### src/rtl/mem_arbiter_pkg.sv
// mem_arbiter_pkg
//   Shared constants for the two-client backing-memory arbiter:
//   line width, FSM state encodings, grant encodings, client bit
//   positions in the request/winner vectors, and the arbitration mode.
//
//   Build option: define MEM_ARB_ROUND_ROBIN_EN to make the IDLE picker
//   alternate between the two caches under contention. Left undefined,
//   the dcache always wins.
package mem_arbiter_pkg;

  localparam int MEMORY_WIDTH = 32;

  typedef enum logic [1:0] {
    ARB_IDLE  = 2'd0,
    ARB_WRITE = 2'd1,
    ARB_READ  = 2'd2,
    ARB_DONE  = 2'd3
  } arb_state_e;

  typedef enum logic [1:0] {
    GNT_NONE = 2'd0,
    GNT_I    = 2'd1,
    GNT_D    = 2'd2
  } arb_gnt_e;

  // Bit positions of each client in the request / winner vectors.
  localparam int CLI_I = 0;
  localparam int CLI_D = 1;

`ifdef MEM_ARB_ROUND_ROBIN_EN
  localparam bit RR_ENABLE = 1'b1;
`else
  localparam bit RR_ENABLE = 1'b0;
`endif

endpackage

### src/rtl/mem_arb_pick.sv
// mem_arb_pick
//   Combinational two-way picker for the memory arbiter.
//
//   Ports:
//     req_i      [1:0]  per-client request (bit CLI_I icache, bit CLI_D dcache)
//     rr_last_i         client served at the last DONE (1 = dcache)
//     win_o      [1:0]  one-hot winner, all zero when nobody requests
//
//   Parameter ROUND_ROBIN selects alternation under contention; when 0
//   the dcache wins every tie and rr_last_i has no effect.
module mem_arb_pick
  import mem_arbiter_pkg::*;
#(
  parameter bit ROUND_ROBIN = 1'b0
) (
  input  logic [1:0] req_i,
  input  logic       rr_last_i,
  output logic [1:0] win_o
);

  always_comb begin
    win_o = req_i;
    if (req_i == 2'b11) begin
      win_o = 2'b00;
      // On a tie, the client that was not served last gets the port.
      if (ROUND_ROBIN && rr_last_i) begin
        win_o[CLI_I] = 1'b1;
      end else begin
        win_o[CLI_D] = 1'b1;
      end
    end
  end

endmodule

### src/rtl/mem_arbiter.sv
// mem_arbiter
//   Shares one backing-memory port between the icache (i_*) and the
//   dcache (d_*). Each client uses a split write/read level request with
//   a one-cycle ack pulse; the arbiter forwards the granted client's
//   transaction downstream (mem_*) and returns ack and read data to that
//   client only. A client asking for write and read together gets the
//   write first and the read chained straight after it (evict+fill),
//   with no chance for the other client to slip in between.
//
//   Ports:
//     clk, reset            clock; synchronous active-low reset
//     i_write_*/i_read_*    icache request/ack/data
//     d_write_*/d_read_*    dcache request/ack/data
//     mem_write_*/mem_read_* downstream request/ack/data
//
//   Build option: MEM_ARB_ROUND_ROBIN_EN (see mem_arbiter_pkg).
//
//   state | meaning
//   IDLE  | no grant; pick a winner among requesting clients
//   WRITE | mem_write_req high, waiting for mem_write_ack
//   READ  | mem_read_req high, waiting for mem_read_ack
//   DONE  | turnaround; ack pulse to the granted client
module mem_arbiter
  import mem_arbiter_pkg::*;
#(
  parameter int WIDTH = MEMORY_WIDTH
) (
  input  logic             clk,
  input  logic             reset,

  input  logic             i_write_req,
  input  logic [31:0]      i_write_addr,
  input  logic [WIDTH-1:0] i_write_data,
  output logic             i_write_ack,
  input  logic             i_read_req,
  input  logic [31:0]      i_read_addr,
  output logic [WIDTH-1:0] i_read_data,
  output logic             i_read_ack,

  input  logic             d_write_req,
  input  logic [31:0]      d_write_addr,
  input  logic [WIDTH-1:0] d_write_data,
  output logic             d_write_ack,
  input  logic             d_read_req,
  input  logic [31:0]      d_read_addr,
  output logic [WIDTH-1:0] d_read_data,
  output logic             d_read_ack,

  output logic             mem_write_req,
  output logic [31:0]      mem_write_addr,
  output logic [WIDTH-1:0] mem_write_data,
  input  logic             mem_write_ack,
  output logic             mem_read_req,
  output logic [31:0]      mem_read_addr,
  input  logic [WIDTH-1:0] mem_read_data,
  input  logic             mem_read_ack
);

  arb_state_e       state_q;
  arb_gnt_e         grant_q;
  logic             rr_last_q;
  logic             was_write_q;

  logic             mem_write_req_q;
  logic [31:0]      mem_write_addr_q;
  logic [WIDTH-1:0] mem_write_data_q;
  logic             mem_read_req_q;
  logic [31:0]      mem_read_addr_q;

  logic             i_write_ack_q;
  logic             i_read_ack_q;
  logic             d_write_ack_q;
  logic             d_read_ack_q;
  logic [WIDTH-1:0] i_read_data_q;
  logic [WIDTH-1:0] d_read_data_q;

  logic [1:0]       cli_req;
  logic [1:0]       win;

  assign cli_req[CLI_I] = i_write_req | i_read_req;
  assign cli_req[CLI_D] = d_write_req | d_read_req;

  mem_arb_pick #(
    .ROUND_ROBIN (RR_ENABLE)
  ) u_pick (
    .req_i     (cli_req),
    .rr_last_i (rr_last_q),
    .win_o     (win)
  );

  // Request fields of the IDLE winner.
  logic             sel_d;
  logic             sel_wr_req;
  logic [31:0]      sel_wr_addr;
  logic [WIDTH-1:0] sel_wr_data;
  logic [31:0]      sel_rd_addr;

  assign sel_d       = win[CLI_D];
  assign sel_wr_req  = sel_d ? d_write_req  : i_write_req;
  assign sel_wr_addr = sel_d ? d_write_addr : i_write_addr;
  assign sel_wr_data = sel_d ? d_write_data : i_write_data;
  assign sel_rd_addr = sel_d ? d_read_addr  : i_read_addr;

  // Read request of the client currently holding the grant, used to
  // chain the fill after its eviction.
  logic             gnt_d;
  logic             gnt_rd_req;
  logic [31:0]      gnt_rd_addr;

  assign gnt_d       = (grant_q == GNT_D);
  assign gnt_rd_req  = gnt_d ? d_read_req  : i_read_req;
  assign gnt_rd_addr = gnt_d ? d_read_addr : i_read_addr;

  always_ff @(posedge clk) begin
    if (!reset) begin
      state_q          <= ARB_IDLE;
      grant_q          <= GNT_NONE;
      rr_last_q        <= 1'b0;
      was_write_q      <= 1'b0;
      mem_write_req_q  <= 1'b0;
      mem_write_addr_q <= '0;
      mem_write_data_q <= '0;
      mem_read_req_q   <= 1'b0;
      mem_read_addr_q  <= '0;
      i_write_ack_q    <= 1'b0;
      i_read_ack_q     <= 1'b0;
      d_write_ack_q    <= 1'b0;
      d_read_ack_q     <= 1'b0;
      i_read_data_q    <= '0;
      d_read_data_q    <= '0;
    end else begin
      // Client acks live for the DONE cycle only.
      i_write_ack_q <= 1'b0;
      i_read_ack_q  <= 1'b0;
      d_write_ack_q <= 1'b0;
      d_read_ack_q  <= 1'b0;

      case (state_q)
        ARB_IDLE: begin
          if (win != 2'b00) begin
            grant_q <= sel_d ? GNT_D : GNT_I;
            // A pending write always goes before the same client's read.
            if (sel_wr_req) begin
              mem_write_req_q  <= 1'b1;
              mem_write_addr_q <= sel_wr_addr;
              mem_write_data_q <= sel_wr_data;
              was_write_q      <= 1'b1;
              state_q          <= ARB_WRITE;
            end else begin
              mem_read_req_q   <= 1'b1;
              mem_read_addr_q  <= sel_rd_addr;
              was_write_q      <= 1'b0;
              state_q          <= ARB_READ;
            end
          end
        end

        ARB_WRITE: begin
          if (mem_write_ack) begin
            mem_write_req_q <= 1'b0;
            state_q         <= ARB_DONE;
            if (gnt_d) begin
              d_write_ack_q <= 1'b1;
            end else begin
              i_write_ack_q <= 1'b1;
            end
          end
        end

        ARB_READ: begin
          if (mem_read_ack) begin
            mem_read_req_q <= 1'b0;
            state_q        <= ARB_DONE;
            if (gnt_d) begin
              d_read_data_q <= mem_read_data;
              d_read_ack_q  <= 1'b1;
            end else begin
              i_read_data_q <= mem_read_data;
              i_read_ack_q  <= 1'b1;
            end
          end
        end

        ARB_DONE: begin
          rr_last_q <= gnt_d;
          // Fill straight after the eviction, keeping the grant.
          if (was_write_q && gnt_rd_req) begin
            mem_read_req_q  <= 1'b1;
            mem_read_addr_q <= gnt_rd_addr;
            was_write_q     <= 1'b0;
            state_q         <= ARB_READ;
          end else begin
            grant_q <= GNT_NONE;
            state_q <= ARB_IDLE;
          end
        end

        default: begin
          state_q <= ARB_IDLE;
        end
      endcase
    end
  end

  assign mem_write_req  = mem_write_req_q;
  assign mem_write_addr = mem_write_addr_q;
  assign mem_write_data = mem_write_data_q;
  assign mem_read_req   = mem_read_req_q;
  assign mem_read_addr  = mem_read_addr_q;

  assign i_write_ack    = i_write_ack_q;
  assign i_read_ack     = i_read_ack_q;
  assign d_write_ack    = d_write_ack_q;
  assign d_read_ack     = d_read_ack_q;
  assign i_read_data    = i_read_data_q;
  assign d_read_data    = d_read_data_q;

endmodule

### config.mk
export PLATFORM = sky130hd
export DESIGN_NAME = mem_arbiter
export DESIGN_NICKNAME = d
export VERILOG_FILES = /design/src/rtl/mem_arbiter_pkg.sv /design/src/rtl/mem_arb_pick.sv /design/src/rtl/mem_arbiter.sv
export SDC_FILE = /design/constraint.sdc
export NUM_CORES = 1
export LEC_CHECK = 0
export BUFFER_PORTS_ARGS = -buffer_cell sky130_fd_sc_hd__clkbuf_2
export CAP_MARGIN = 15
export CORE_AREA = 2 2 153 155
export CTS_CLUSTER_DIAMETER = 100
export DETAILED_ROUTE_END_ITERATION = 12
export DIE_AREA = 0 0 155 157
export PLACE_DENSITY = 0.64
export SLEW_MARGIN = 20
export SYNTH_ARGS = -nofsm -noshare
export SYNTH_HDL_FRONTEND = slang
export SYNTH_SLANG_ARGS = --single-unit
### constraint.sdc
create_clock -name clk -period 2.4 [get_ports clk]
set_input_delay 0 -clock clk [delete_from_list [all_inputs] [get_ports clk]]
set_output_delay 0 -clock clk [all_outputs]
set_load 0.005 [all_outputs]
==> results of run 1 <==
[power groups by stage]
stage	registers, mW	logic, mW	clock network (mW)
after global routing	3.94	4.59	3.15
after floorplan	3.92	2.09	0
after detailed placement	3.91	3.50	0
after global placement	3.90	3.43	0
final	3.87	4.23	2.94
after CTS	3.86	3.93	3.03
[final timing paths]
path	slack, ps	end	cells after the start
worst max-delay path	50	mem_write_addr[29]$_SDFFE_PN0P_	9
worst min-delay path	30	mem_write_addr[31]$_SDFFE_PN0P_	4
worst max register to register	50	mem_write_addr[29]$_SDFFE_PN0P_	9
worst min register to register	460	i_read_data[17]$_SDFFE_PN0P_	2
[synth_stat cells, types with 2 or more instances]
cell type | count | area (um^2)
sky130_fd_sc_hd__o211ai_2 | 28 | 350
sky130_fd_sc_hd__o211a_1 | 21 | 210
sky130_fd_sc_hd__nand3_1 | 24 | 120
sky130_fd_sc_hd__o41ai_1 | 4 | 35.0
sky130_fd_sc_hd__nand2b_1 | 4 | 25.0
sky130_fd_sc_hd__buf_6 | 2 | 22.5
sky130_fd_sc_hd__a21o_1 | 2 | 15.0
sky130_fd_sc_hd__o41ai_2 | 29 | 472
sky130_fd_sc_hd__a311oi_1 | 43 | 377
sky130_fd_sc_hd__ha_1 | 4 | 50.1
sky130_fd_sc_hd__nor2b_1 | 2 | 12.5
sky130_fd_sc_hd__mux2i_1 | 35 | 350
sky130_fd_sc_hd__o211ai_1 | 5 | 37.5
sky130_fd_sc_hd__buf_4 | 7 | 52.6
sky130_fd_sc_hd__a31oi_1 | 2 | 12.5
sky130_fd_sc_hd__a21oi_1 | 66 | 330
sky130_fd_sc_hd__nor2_1 | 55 | 206
sky130_fd_sc_hd__dfxtp_1 | 171 | 3420
sky130_fd_sc_hd__buf_1 | 2 | 7.51
sky130_fd_sc_hd__nand2_1 | 203 | 762
sky130_fd_sc_hd__inv_1 | 5 | 18.8
sky130_fd_sc_hd__buf_2 | 28 | 140
sky130_fd_sc_hd__clkbuf_1 | 49 | 184
sky130_fd_sc_hd__o21ai_0 | 67 | 335
[registers in the layout, indices dropped and copies added, names as in the netlist]
signal,cells
mem_write_req,1
i_read_data,32
i_write_ack,1
grant_q,2
was_write_q,1
d_read_ack,1
d_read_data,32
mem_write_addr,32
mem_read_req,1
mem_read_addr,32
i_read_ack,1
state_q,2
mem_write_data,32
d_write_ack,1
[cell usage in the layout, fill, tap and decap left out, types with 2 or more instances in the layout]
cell and n:
sky130_fd_sc_hd__a21o_1 2, sky130_fd_sc_hd__a21oi_1 66, sky130_fd_sc_hd__a311oi_1 38, sky130_fd_sc_hd__a311oi_2 5
sky130_fd_sc_hd__a31oi_1 2, sky130_fd_sc_hd__buf_12 8, sky130_fd_sc_hd__buf_4 16, sky130_fd_sc_hd__buf_6 2
sky130_fd_sc_hd__clkbuf_16 20, sky130_fd_sc_hd__clkbuf_2 397, sky130_fd_sc_hd__clkinv_8 7, sky130_fd_sc_hd__dfxtp_1 171
sky130_fd_sc_hd__diode_2 3, sky130_fd_sc_hd__dlygate4sd3_1 221, sky130_fd_sc_hd__ha_1 2, sky130_fd_sc_hd__ha_2 2
sky130_fd_sc_hd__inv_1 5, sky130_fd_sc_hd__inv_6 2, sky130_fd_sc_hd__inv_8 3, sky130_fd_sc_hd__mux2i_1 35
sky130_fd_sc_hd__nand2_1 203, sky130_fd_sc_hd__nand2b_1 4, sky130_fd_sc_hd__nand3_1 24, sky130_fd_sc_hd__nor2_1 52
sky130_fd_sc_hd__nor2_2 2, sky130_fd_sc_hd__nor2b_1 2, sky130_fd_sc_hd__o211a_1 21, sky130_fd_sc_hd__o211ai_1 5
sky130_fd_sc_hd__o211ai_2 28, sky130_fd_sc_hd__o21ai_0 67, sky130_fd_sc_hd__o41ai_1 4, sky130_fd_sc_hd__o41ai_2 29
[final cells by class]
class                           instances  area [um^2]  share of cell area, %
Antenna cell                            3         7.51                 0.0580
Multi-Input combinational cell        609         3920                   30.3
Timing Repair Buffer                  647         4580                   35.3
Sequential cell                       171         3420                   26.4
Inverter                                6         25.0                  0.193
Clock inverter                         15          220                   1.70
Tap cell                              285          357                   2.75
Clock buffer                           17          425                   3.28
[through the flow]
stage	setup WS, ps	hold slack, ps	area [um^2]
final	54.0	31.5	13000
after global routing	-22.5	11.6	12900
after CTS	38.1	4.69	12800
after detailed placement	294	243	9930
after global placement	368	239	9930
after floorplan	584	136	7690
[kinds of logic (layout without fill, tap and decap cells)]
logic type                 after synthesis  after routing  share of synthesized area (%)
AOI/OAI and AO/OA                      276            276                           29.2
DFF                                    171            171                           44.5
and+or+nand+nor                        293            293                           15.2
adders and majority gates                4              4                          0.651
buffers and inverters                   94            685                           5.58
other                                    0              3                              0
muxes                                   36             36                           4.85
[critical path, stage by stage, from the launching register on]
cell	delay, ps
sky130_fd_sc_hd__dfxtp_1	380
sky130_fd_sc_hd__inv_1	80
sky130_fd_sc_hd__ha_2	210
sky130_fd_sc_hd__buf_4	160
sky130_fd_sc_hd__a21boi_4	150
sky130_fd_sc_hd__buf_12	150
sky130_fd_sc_hd__buf_4	150
sky130_fd_sc_hd__clkbuf_16	180
sky130_fd_sc_hd__a311oi_2	220
sky130_fd_sc_hd__dlygate4sd3_1	590
[per-layer routing]
layer | up-vias | GRT usage [%] | part of all wire, %
met3 | 82 | 5.26 | 6.8
met4 | 0 | 9.74 | 3.3
met5 | - | 0 | 0
met1 | 4193 | 26.7 | 40
met2 | 451 | 40.8 | 49
li1 | 4279 | - | -
[repair_timing]
item	in CTS	in global routing
hold buffers	221	0
endpoints found under the setup margin	0	30
endpoints found under the hold margin	163	0
resized for setup	0	9
setup buffers	0	4
==> impl_summary.md, run 1 <==
Routing
Dividing the detail-routed via count by the number of cells gives 5.14. The total iterations of the first detailed-routing run is 7. After detailed routing, the total wire length is 29900 um. The number of remaining DRC errors is 0. The routed length per placed instance is 17.0 um. The count of nets left with antenna violations once routing finished came out at 0. The total vias in the final route is 9005. The number of DRC markers in iteration 0 is 735.

Power
Dividing total power by cell area gives a power density of 852 nW/um^2. The internal power is 7.03 mW. The total power consumption of the routed design is 11.0 mW. The maximum vdd drop is 0.596 mV. The sequential power share is 35.1%. The proportion of power drawn by combinational gates is 38.3%. Of the total power, the clock network draws 26.6%. In this run switching power makes up 36.3% of total power.

The net switching power figure is 4.00 mW. The leakage component of the power is 6.05 nW.

Die
398 I/O pins were placed. The die covers 24300 um^2. From left edge to right edge, the die measures 155 um. The starting density of the core is 34.2%. The core footprint is 22500 um^2. The number of cell rows is 55. The die outline height is 157 um.

Final layout
Once layout is complete, the utilization of the core stands at 57.6%. The count of fill cells added during filler insertion is 1924. The net count of the finished layout is 1688. The area growth from synthesis to layout is 68.4%. The non-filler instance count after layout is 1753. The post-route netlist has 36.2% of its cells at a drive strength greater than 1.

Clock network
The root buffer cell chosen for the clock tree is sky130_fd_sc_hd__clkbuf_16. The number of buffers between clock root and the deepest sink is 2. The number of sinks driven by the clock tree is 171. The insertion delay to the later sink of the worst-skew pair is 430 ps. The total number of H-tree levels is 4. After clock tree synthesis, the clock-pin slew on the worst setup and hold paths is 70 ps. TritonCTS built the clock tree. The number of clock buffers inserted by TritonCTS is 17.

Timing
The clock period minus worst slack is 2350 ps. The relative slew slack is 45.0%. Setup repair after global routing could not meet its margin everywhere. The number of setup violations in the final report is 0. For the final routed database, the setup TNS stands at 0 ps. At the pin with the least slew margin, the transition time is 824 ps. The number of pins exceeding their max-slew limit in the final report is 0. The worst clock skew on the final layout is 16.5 ps. The part of the cycle the worst path needs is 97.7%.

Based on the critical path, the design can be clocked at up to 0.426 GHz. The number of hold violations in the final report is 0.

Global routing
For this run the aggregate overflow at the end of global routing stands at 0. Across every metal layer, demand over resource in global routing totals 23.0%. The number of global-route vias before repair was 8949. The first global-routing pass estimated 45200 um of wire. The largest net degree at the start of global routing is 66.

The number of antenna violations at the first check in global routing is 0.

Synth
The count of mapped cells out of synthesis is 874. The async set-or-reset flop fraction in the synthesized netlist is 0%. The number of flops mapped to enable cells by yosys is 0. The number of warnings printed during yosys synthesis is 0. The synthesized area per cell is 8.80 um^2. The count of unique library cells instantiated by Yosys is 40. After synthesis the netlist holds a flip-flop and latch count of 171. In the synthesized netlist the dominant register cell turns out to be sky130_fd_sc_hd__dfxtp_1.

The synthesized netlist net count is 1110. The share of the Yosys chip area taken by registers is 44.5%. The mapped netlist covers 7690 um^2.

Min path
The worst hold path begins at d_write_addr[31]. The path category of the worst min-delay check is in -> reg.

Worst setup path
The category of the worst setup path launch point is a register. Of all nets on the critical path, the largest fanout is 18. The path type of the worst setup path is reg -> reg. STA classifies the critical path endpoint as a register. STA puts the critical path data required time at 2760 ps. The startpoint identified for the worst register-to-register timing path is state_q[0]$_SDFFE_PN0P_. Tracing the worst setup path back leads to its startpoint at state_q[0]$_SDFFE_PN0P_.

The arrival time at the worst endpoint is 2700 ps.

Place
The half-perimeter wire length after detailed placement is 17600 um. Input and output buffers added on the ports amount to 397. The routability congestion estimate is 0.805. The total instance count after detailed placement is 1490.

Outcome
The run finished with clean final reports.

Flow run
The number of max-capacitance violations reported is 0.
(Power assumes the default switching activity.)
==> inputs of run 2 (changes only) <==
--- a/config.mk
+++ b/config.mk
@@ -12,6 +12,7 @@
 export DETAILED_ROUTE_END_ITERATION = 12
 export DIE_AREA = 0 0 155 157
 export PLACE_DENSITY = 0.64
+export RECOVER_POWER = 50
 export SLEW_MARGIN = 20
 export SYNTH_ARGS = -nofsm -noshare
 export SYNTH_HDL_FRONTEND = slang
==> constraint.sdc (replaced) <==
create_clock -name clk -period 2.8 [get_ports clk]
set_input_delay 0 -clock clk [delete_from_list [all_inputs] [get_ports clk]]
set_output_delay 0 -clock clk [all_outputs]
set_load 0.005 [all_outputs]
==> run 2 against run 1 <==
Net effect:
- worst setup slack better by 200 ps
- via count fell by 1.4%
- clock power is 16% lower
- count of clock-buffer cells in the layout did not move
==> impl_summary.md, run 2 (synthesized netlist as in run 1, its figures left out) <==
Die
The starting density of the core came to 34.2% (unchanged). The core footprint was 22500 um^2 (unchanged). The full die area was 24300 um^2 (unchanged). The chip width is 155 um (unchanged). The count of pins on the block boundary is 398 (unchanged). The number of cell rows is 55 (unchanged). The die outline height is 157 um (unchanged).

Timing
The clock period minus worst slack is 2550 ps (+202 ps). The post-route worst hold slack is 46.8 ps (+15.3 ps). The summed negative setup slack over all endpoints is 0 ps (unchanged).

The relative slew slack is 33.2% (-12 points). The number of pins exceeding their max-slew limit in the final report is 0 (unchanged). The part of the cycle the worst path needs was 91.0% (-6.8 points). The worst clock skew on the final layout is 12.9 ps (-3.64 ps). The measured slew at the worst slew-check pin is 1000 ps (+177 ps). The number of hold violations in the final report is 0 (unchanged). Setup repair after global routing left no endpoint under its margin. The top achievable clock speed is 0.393 GHz (-7.9%). The number of setup violations in the final report is 0 (unchanged).

Min path
The count of cells along the worst hold path is 4 (unchanged). In this run the most critical hold path is launched from i_write_req. The sink of the worst hold path is mem_write_req$_SDFFE_PN0P_. The path category of the worst min-delay check is in -> reg.

Routing
The final wirelength is 28900 um (-3.4%). The final antenna-violating net count is 0 (unchanged). The number of remaining DRC errors is 0 (unchanged). The routed length per placed instance came to 16.5 um (-3.0%).

The number of DRC markers in iteration 0 is 516 (-30%). The total iterations of the first detailed-routing run is 5 (-2). The total vias in the final route is 8875 (-1.4%). The via-per-instance ratio came to 5.09 (-0.99%).

Power
The proportion of power drawn by combinational gates is 37.7% (-0.6 points). The net switching fraction of the power is 36.7% (+0.41 points). The maximum vdd drop is 0.544 mV (-8.7%). The share of total power in the clock network is 26.5% (about the same). The power density normalized to cell area is 735 nW/um^2 (-14%). The leakage component of the power is 5.57 nW (-7.9%). The internal power is 5.86 mW (-17%). The sequential power share is 35.7% (+0.6 points). The net switching power figure is 3.39 mW (-15%).

Final layout
Compared with the post-synthesis result, the final layout area differs by 63.6%. The non-filler instance count after layout is 1745 (-0.46%). The number of nets in the final layout is 1683 (-0.30%).

The multi-input gate area in the final layout was 3880 um^2 (-0.93%). The most frequent standard cell in the layout excluding fill and tap cells is sky130_fd_sc_hd__clkbuf_2. The library cells used most frequently in the layout, excluding fill and tap cells, are sky130_fd_sc_hd__clkbuf_2, sky130_fd_sc_hd__dlygate4sd3_1, sky130_fd_sc_hd__nand2_1. The sequential cell area was 3420 um^2 (unchanged).

The number of diodes added for antenna fixing is 0 (-3). The count of fill cells added during filler insertion is 2061 (+7.1%). The share of layout cells above drive strength 1 is 27.1% (-9.2 points).

Worst setup path
The worst reg-to-reg path cell count came to 6 (-3). The reg-to-reg startpoint is state_q[0]$_SDFFE_PN0P_. The internal reg-to-reg setup slack came to 250 ps (+200 ps).

The required time of the critical path was 3110 ps (+350 ps). The worst setup path is captured at a register. The cell with the largest stage delay on the worst path is sky130_fd_sc_hd__dlygate4sd3_1. The worst register-to-register path ends at mem_read_addr[31]$_SDFFE_PN0P_. The arrival time at the worst endpoint was 2860 ps (+160 ps). The setup path with the least slack is of type reg -> reg. The biggest cell delay along the critical path is 580 ps (about the same).

Walking the worst path, the cells encountered are ha_1 > mux2i_4 > buf_6 > mux2i_1 > dlygate4sd3_1 > o41ai_1. The maximum fanout along the worst path was 32 (+14). STA classifies the critical path startpoint as a register.

The critical path buffer and inverter count is 2 (-4). The critical path's top delay family is buffers and inverters.

Place
The half-perimeter wire length after detailed placement is 17500 um (-0.55%). The total instance count after detailed placement came to 1487 (-0.20%). The routability congestion estimate is 0.811 (+0.85%). The count of buffers from port buffering is 397 (unchanged).

Clock network
The number of clock buffers inserted by TritonCTS is 17 (unchanged). The number of buffers between clock root and the deepest sink is 2 (unchanged). The total number of H-tree levels is 4 (unchanged). The number of sinks driven by the clock tree is 171 (unchanged). The clock transition time at the flip-flop clock pins of the worst setup and hold paths is 80 ps (about the same). TritonCTS built the clock tree. The CTS root buffer is sky130_fd_sc_hd__clkbuf_16.

The insertion delay to the later sink of the worst-skew pair is 420 ps (about the same).

Outcome
The run finished with clean final reports.

Flow run
The number of max-capacitance violations reported is 0 (unchanged).

Global routing
The global-route total usage across every layer is 22.5% (-0.50 points). The number of global-route vias before repair is 8699 (-2.8%). The remaining global-route overflow is 0 (unchanged). The number of antenna violations at the first check in global routing is 0 (unchanged). The largest net degree at the start of global routing is 79 (+20%). The first-pass GRT wire length is 44200 um (-2.2%).
## run 2: stage by stage
step | util, % | instance area, um^2 | worst slack (ps) | total power [mW]
after floorplan | - | 7690 | 984 | 5.15
after global placement | 43.8 | 9850 | 542 | 6.21
after detailed placement | 43.8 | 9850 | 486 | 6.25
after CTS | 56.5 | 12700 | 151 | 9.34
after global routing | 55.9 | 12600 | 107 | 9.82
final | 55.9 | 12600 | 252 | 9.26
## run 2: worst register-to-register path, cell delays in order, from the launching register on
cell                            delay (ps)
sky130_fd_sc_hd__dfxtp_1               380
sky130_fd_sc_hd__ha_1                  390
sky130_fd_sc_hd__mux2i_4               290
sky130_fd_sc_hd__buf_6                 380
sky130_fd_sc_hd__mux2i_1               160
sky130_fd_sc_hd__dlygate4sd3_1         580
sky130_fd_sc_hd__o41ai_1               250
## run 2: metal layers
metal  part of all wire [%]  global-route usage, %  vias to the layer above
li1                       -                      -                     4281
met1                     41                   26.6                     4154
met2                     49                   39.0                      370
met3                    6.2                   5.45                       70
met4                    3.5                   9.96                        0
met5                      0                      0                        -
## run 2: layout make-up
class                   count  share of cell area (%)
repair buffers            642                    34.0
clock buffers              17                    3.38
clock inverters            15                    1.55
inverters                   6                   0.199
multi-input cells         609                    30.9
flip-flops and latches    171                    27.2
well taps                 285                    2.83
## run 2: power groups by stage
stage / Combinational (mW) / Clock [mW] / Sequential (mW)
2_1_floorplan: 1.79 / 0 / 3.36
3_3_place_gp: 2.87 / 0 / 3.34
3_5_place_dp: 2.91 / 0 / 3.35
4_1_cts: 3.51 / 2.53 / 3.30
5_1_grt: 3.83 / 2.62 / 3.37
6_report: 3.49 / 2.46 / 3.31
## run 2: how the worst max path moves through the flow
stage / from / to / depth (start not counted)
4_1_cts: state_q[0]$_SDFFE_PN0P_ / mem_read_addr[2]$_SDFFE_PN0P_ / 6
2_1_floorplan: state_q[0]$_SDFFE_PN0P_ / mem_read_addr[11]$_SDFFE_PN0P_ / 8
5_1_grt: state_q[0]$_SDFFE_PN0P_ / mem_write_data[21]$_SDFFE_PN0P_ / 8
3_3_place_gp: state_q[0]$_SDFFE_PN0P_ / mem_read_addr[0]$_SDFFE_PN0P_ / 6
3_5_place_dp: state_q[0]$_SDFFE_PN0P_ / mem_read_addr[2]$_SDFFE_PN0P_ / 6
6_report: state_q[0]$_SDFFE_PN0P_ / mem_read_addr[31]$_SDFFE_PN0P_ / 6
## run 2: repair_timing
action	4_1_cts	5_1_grt
resized for setup	0	1
hold buffers	224	0
buffers inserted	0	2
endpoints found under the hold margin	164	0
endpoints found under the setup margin	0	11
==> inputs of run 3 (changes only) <==
--- a/config.mk
+++ b/config.mk
@@ -5,13 +5,15 @@
 export SDC_FILE = /design/constraint.sdc
 export NUM_CORES = 1
 export LEC_CHECK = 0
+export ABC_AREA = 1
 export BUFFER_PORTS_ARGS = -buffer_cell sky130_fd_sc_hd__clkbuf_2
 export CAP_MARGIN = 15
-export CORE_AREA = 2 2 153 155
+export CORE_AREA = 2 2 154 156
 export CTS_CLUSTER_DIAMETER = 100
 export DETAILED_ROUTE_END_ITERATION = 12
-export DIE_AREA = 0 0 155 157
-export PLACE_DENSITY = 0.64
+export DIE_AREA = 0 0 156 158
+export GPL_TIMING_DRIVEN = 1
+export PLACE_DENSITY = 0.61
 export RECOVER_POWER = 50
 export SLEW_MARGIN = 20
 export SYNTH_ARGS = -nofsm -noshare
==> run 3 against run 2 <==
Net effect:
- global-route usage decreased by 2.7 points
- register-to-register slack better by 200 ps
- fmax rose by 8.5%
- via count shrank 1.2%
- count of clock-buffer cells in the layout grew 1
==> impl_summary.md, run 3 <==
Outcome
The flow ran to the end, and the final reports show no timing, DRC or antenna violations.

Clock network
The clock transition time at the flip-flop clock pins of the worst setup and hold paths is 70 ps (about the same). The number of clock buffers inserted by TritonCTS came to 17 (unchanged). The insertion delay to the later sink of the worst-skew pair came to 430 ps (about the same). The total number of H-tree levels is 4 (unchanged).

The number of buffers between clock root and the deepest sink was 2 (unchanged). The CTS root buffer is sky130_fd_sc_hd__clkbuf_16. The number of cells upsized or downsized after cts is 0 (unchanged). The clock tree from TritonCTS is yes. The number of sinks driven by the clock tree is 171 (unchanged). The number of buffers added for setup after CTS is 0 (unchanged).

The hold buffer count at CTS is 225 (+0.45%).

Final layout
The area growth from synthesis to layout is 68.2%. The share of layout cells above drive strength 1 is 19.8% (-7.3 points). The number of diodes added for antenna fixing is 0 (unchanged). In the layout the commonest cells are sky130_fd_sc_hd__clkbuf_2, sky130_fd_sc_hd__nand2_1, sky130_fd_sc_hd__dlygate4sd3_1.

The number of nets in the final layout came to 1850 (+9.9%). The non-filler instance count after layout is 1917 (+9.9%). The library cell used most frequently in the layout, excluding fill and tap cells, is sky130_fd_sc_hd__clkbuf_2.

Routing
The total iterations of the first detailed-routing run is 5 (unchanged). The number of DRC markers in iteration 0 is 474 (-8.1%). The total vias in the final route is 8767 (-1.2%). The final wirelength is 26000 um (-9.8%). The routed length per placed instance is 13.6 um (-18%).

The via-per-instance ratio is 4.57 (-10%). The number of remaining DRC errors is 0 (unchanged). The final antenna-violating net count was 0 (unchanged).

Die
The starting density of the core came to 31.2% (-3.0 points). The count of pins on the block boundary was 398 (unchanged). The chip width is 156 um (+0.65%). The die outline height came to 158 um (+0.64%). The full die area is 24600 um^2 (+1.3%). The core footprint is 23100 um^2 (+2.4%). The number of cell rows is 56 (+1.8%).

Global routing
The global-route total usage across every layer is 19.8% (-2.7 points). The number of global-route vias before repair is 8292 (-4.7%). The first-pass GRT wire length is 39300 um (-11%).

The remaining global-route overflow was 0 (unchanged). The largest net degree at the start of global routing is 131 (+66%). The number of antenna violations at the first check in global routing is 0 (unchanged).

Timing
The measured slew at the worst slew-check pin is 614 ps (-387 ps). The number of pins exceeding their max-slew limit in the final report was 0 (unchanged). The top achievable clock speed is 0.426 GHz (+8.5%).

The worst clock skew on the final layout was 12.4 ps (-0.523 ps). The number of setup violations in the final report came to 0 (unchanged). The post-route worst hold slack is 23.0 ps (-23.9 ps). Setup repair after global routing left no endpoint under its margin.

The summed negative setup slack over all endpoints came to 0 ps (unchanged). The part of the cycle the worst path needs was 83.9% (-7.1 points). The worst-case setup margin in the final layout is 452 ps (+200 ps). The relative slew slack is 59.1% (+26 points). The number of hold violations in the final report came to 0 (unchanged). The clock period minus worst slack is 2350 ps (-200 ps).

Synth
The synthesized area per cell is 6.99 um^2 (-21%). The count of unique library cells instantiated by Yosys is 23 (-43%). The mapped cell area is 7180 um^2 (-6.6%).

The number of warnings printed during yosys synthesis is 0 (unchanged). The area share of the largest cell type after synthesis came to 47.7% (+3.2 points). Ranked by instance count, the synthesized netlist is headed by sky130_fd_sc_hd__nand2_1, sky130_fd_sc_hd__nor2_1, sky130_fd_sc_hd__dfxtp_1, sky130_fd_sc_hd__o21ai_0, sky130_fd_sc_hd__inv_1. Among all cell types in the netlist, the one instantiated most often is sky130_fd_sc_hd__nand2_1.

The synthesized netlist net count is 1264 (+14%). The count of mapped cells out of synthesis is 1028 (+18%). The synthesized design spends more area on one cell type than any other, namely sky130_fd_sc_hd__dfxtp_1. In the post-synthesis netlist, the biggest area contributors are sky130_fd_sc_hd__dfxtp_1, sky130_fd_sc_hd__nand2_1, sky130_fd_sc_hd__nor2_1. The number of flops mapped to enable cells by yosys came to 0 (unchanged). The async set-or-reset flop fraction in the synthesized netlist was 0% (unchanged).

The flip-flop and latch count after synthesis is 171 (unchanged). The portion of the post-synthesis area used by sequential elements was 47.7% (+3.2 points). For this run, the leading register cell type out of synthesis is sky130_fd_sc_hd__dfxtp_1.

Place
The half-perimeter wire length after detailed placement is 16300 um (-6.8%). The routability congestion estimate is 0.762 (-6.1%). The total instance count after detailed placement came to 1660 (+12%). The post-place setup slack came to 842 ps (+355 ps). The count of buffers from port buffering is 397 (unchanged).

Power
The leakage component of the power is 5.90 nW (+5.9%). The net switching power figure is 3.34 mW (-1.5%). The proportion of power drawn by combinational gates came to 37.4% (-0.3 points).

The maximum vdd drop is 0.343 mV (-37%). The internal power is 6.16 mW (+5.0%). The power density normalized to cell area came to 786 nW/um^2 (+6.9%). The sequential power share is 35.9% (+0.2 points). The net switching fraction of the power was 35.2% (-1.5 points). The share of total power in the clock network is 26.8% (+0.3 points).

Worst setup path
The internal reg-to-reg setup slack is 450 ps (+200 ps). The worst setup path is captured at a register. The maximum fanout along the worst path is 130 (+310%). The arrival time at the worst endpoint is 2660 ps (-200 ps). The worst setup path is of the reg -> reg kind.

The category of the worst setup path launch point is a register. The required time of the critical path is 3120 ps (about the same).

Flow run
The number of max-capacitance violations reported was 0 (unchanged).

Min path
The path category of the worst min-delay check is in -> reg.
==> run 3: cell count changes after synthesis, moves of 28 or more <==
cell	change
sky130_fd_sc_hd__o21ai_0	+61
sky130_fd_sc_hd__o21ai_1	+33
sky130_fd_sc_hd__nor2_1	+154
sky130_fd_sc_hd__a31oi_1	+62
sky130_fd_sc_hd__nand2_1	+43
sky130_fd_sc_hd__a21oi_1	-61
sky130_fd_sc_hd__mux2i_1	-35
sky130_fd_sc_hd__o41ai_2	-29
sky130_fd_sc_hd__o211ai_2	-28
sky130_fd_sc_hd__inv_1	+71
sky130_fd_sc_hd__a311oi_1	-43
==> run 3: area by class of cell <==
type | instances | area (um^2)
well taps | 290 | 363
repair buffers | 636 | 4230
clock buffers | 18 | 429
flip-flops and latches | 171 | 3420
inverters | 81 | 305
fillers | 2205 | 11000
clock inverters | 14 | 205
multi-input cells | 707 | 3130
==> run 3: final timing paths <==
check	from	endpoint	cells past startpoint
max	state_q[0]$_SDFFE_PN0P_	mem_write_addr[23]$_SDFFE_PN0P_	8
min	d_write_req	was_write_q$_SDFFE_PN0P_	5
max reg2reg	state_q[0]$_SDFFE_PN0P_	mem_write_addr[23]$_SDFFE_PN0P_	8
min reg2reg	mem_write_req$_SDFFE_PN0P_	mem_write_req$_SDFFE_PN0P_	2
==> run 3: critical path: stages (launching register included) <==
cell and delay (ps):
sky130_fd_sc_hd__dfxtp_1 360, sky130_fd_sc_hd__inv_1 90, sky130_fd_sc_hd__ha_1 260, sky130_fd_sc_hd__nand2_2 140, sky130_fd_sc_hd__clkinv_2 90, sky130_fd_sc_hd__buf_12 190
sky130_fd_sc_hd__o21ai_0 310, sky130_fd_sc_hd__a31oi_1 70, sky130_fd_sc_hd__dlygate4sd3_1 600
==> run 3: power by group through the flow <==
stage | clock, mW | sequential (mW) | combinational [mW]
global route | 2.72 | 3.49 | 4.00
finish | 2.54 | 3.41 | 3.55
CTS | 2.61 | 3.40 | 3.63
floorplan | 0 | 3.48 | 1.79
global placement | 0 | 3.44 | 2.92
detailed placement | 0 | 3.44 | 2.96
==> run 3: kinds of logic after synthesis <==
family	share of synthesized area (%)
adder cells (fa/ha/maj)	0.697
AO/OA/AOI/OAI	17.4
flip-flops	47.7
AND/OR/NAND/NOR	25.4
buffers and inverters	8.85
==> run 3: through the flow <==
stage	utilization [%]	power (mW)	instance area, um^2
after floorplan	-	5.27	7180
after global placement	40.6	6.36	9370
after detailed placement	40.6	6.40	9370
after CTS	53.1	9.64	12300
after global routing	52.4	10.2	12100
final	52.4	9.50	12100
==> run 3: metal layers <==
layer  wire (um)  track usage, %  up-vias  part of all wire, %
li1            -               -     4445                    -
met1       10700            22.4     3906                   41
met2       12600            34.5      358                   48
met3        1760            5.01       56                  6.8
met4         925            10.4        2                  3.6
met5           9               0        -                0.035
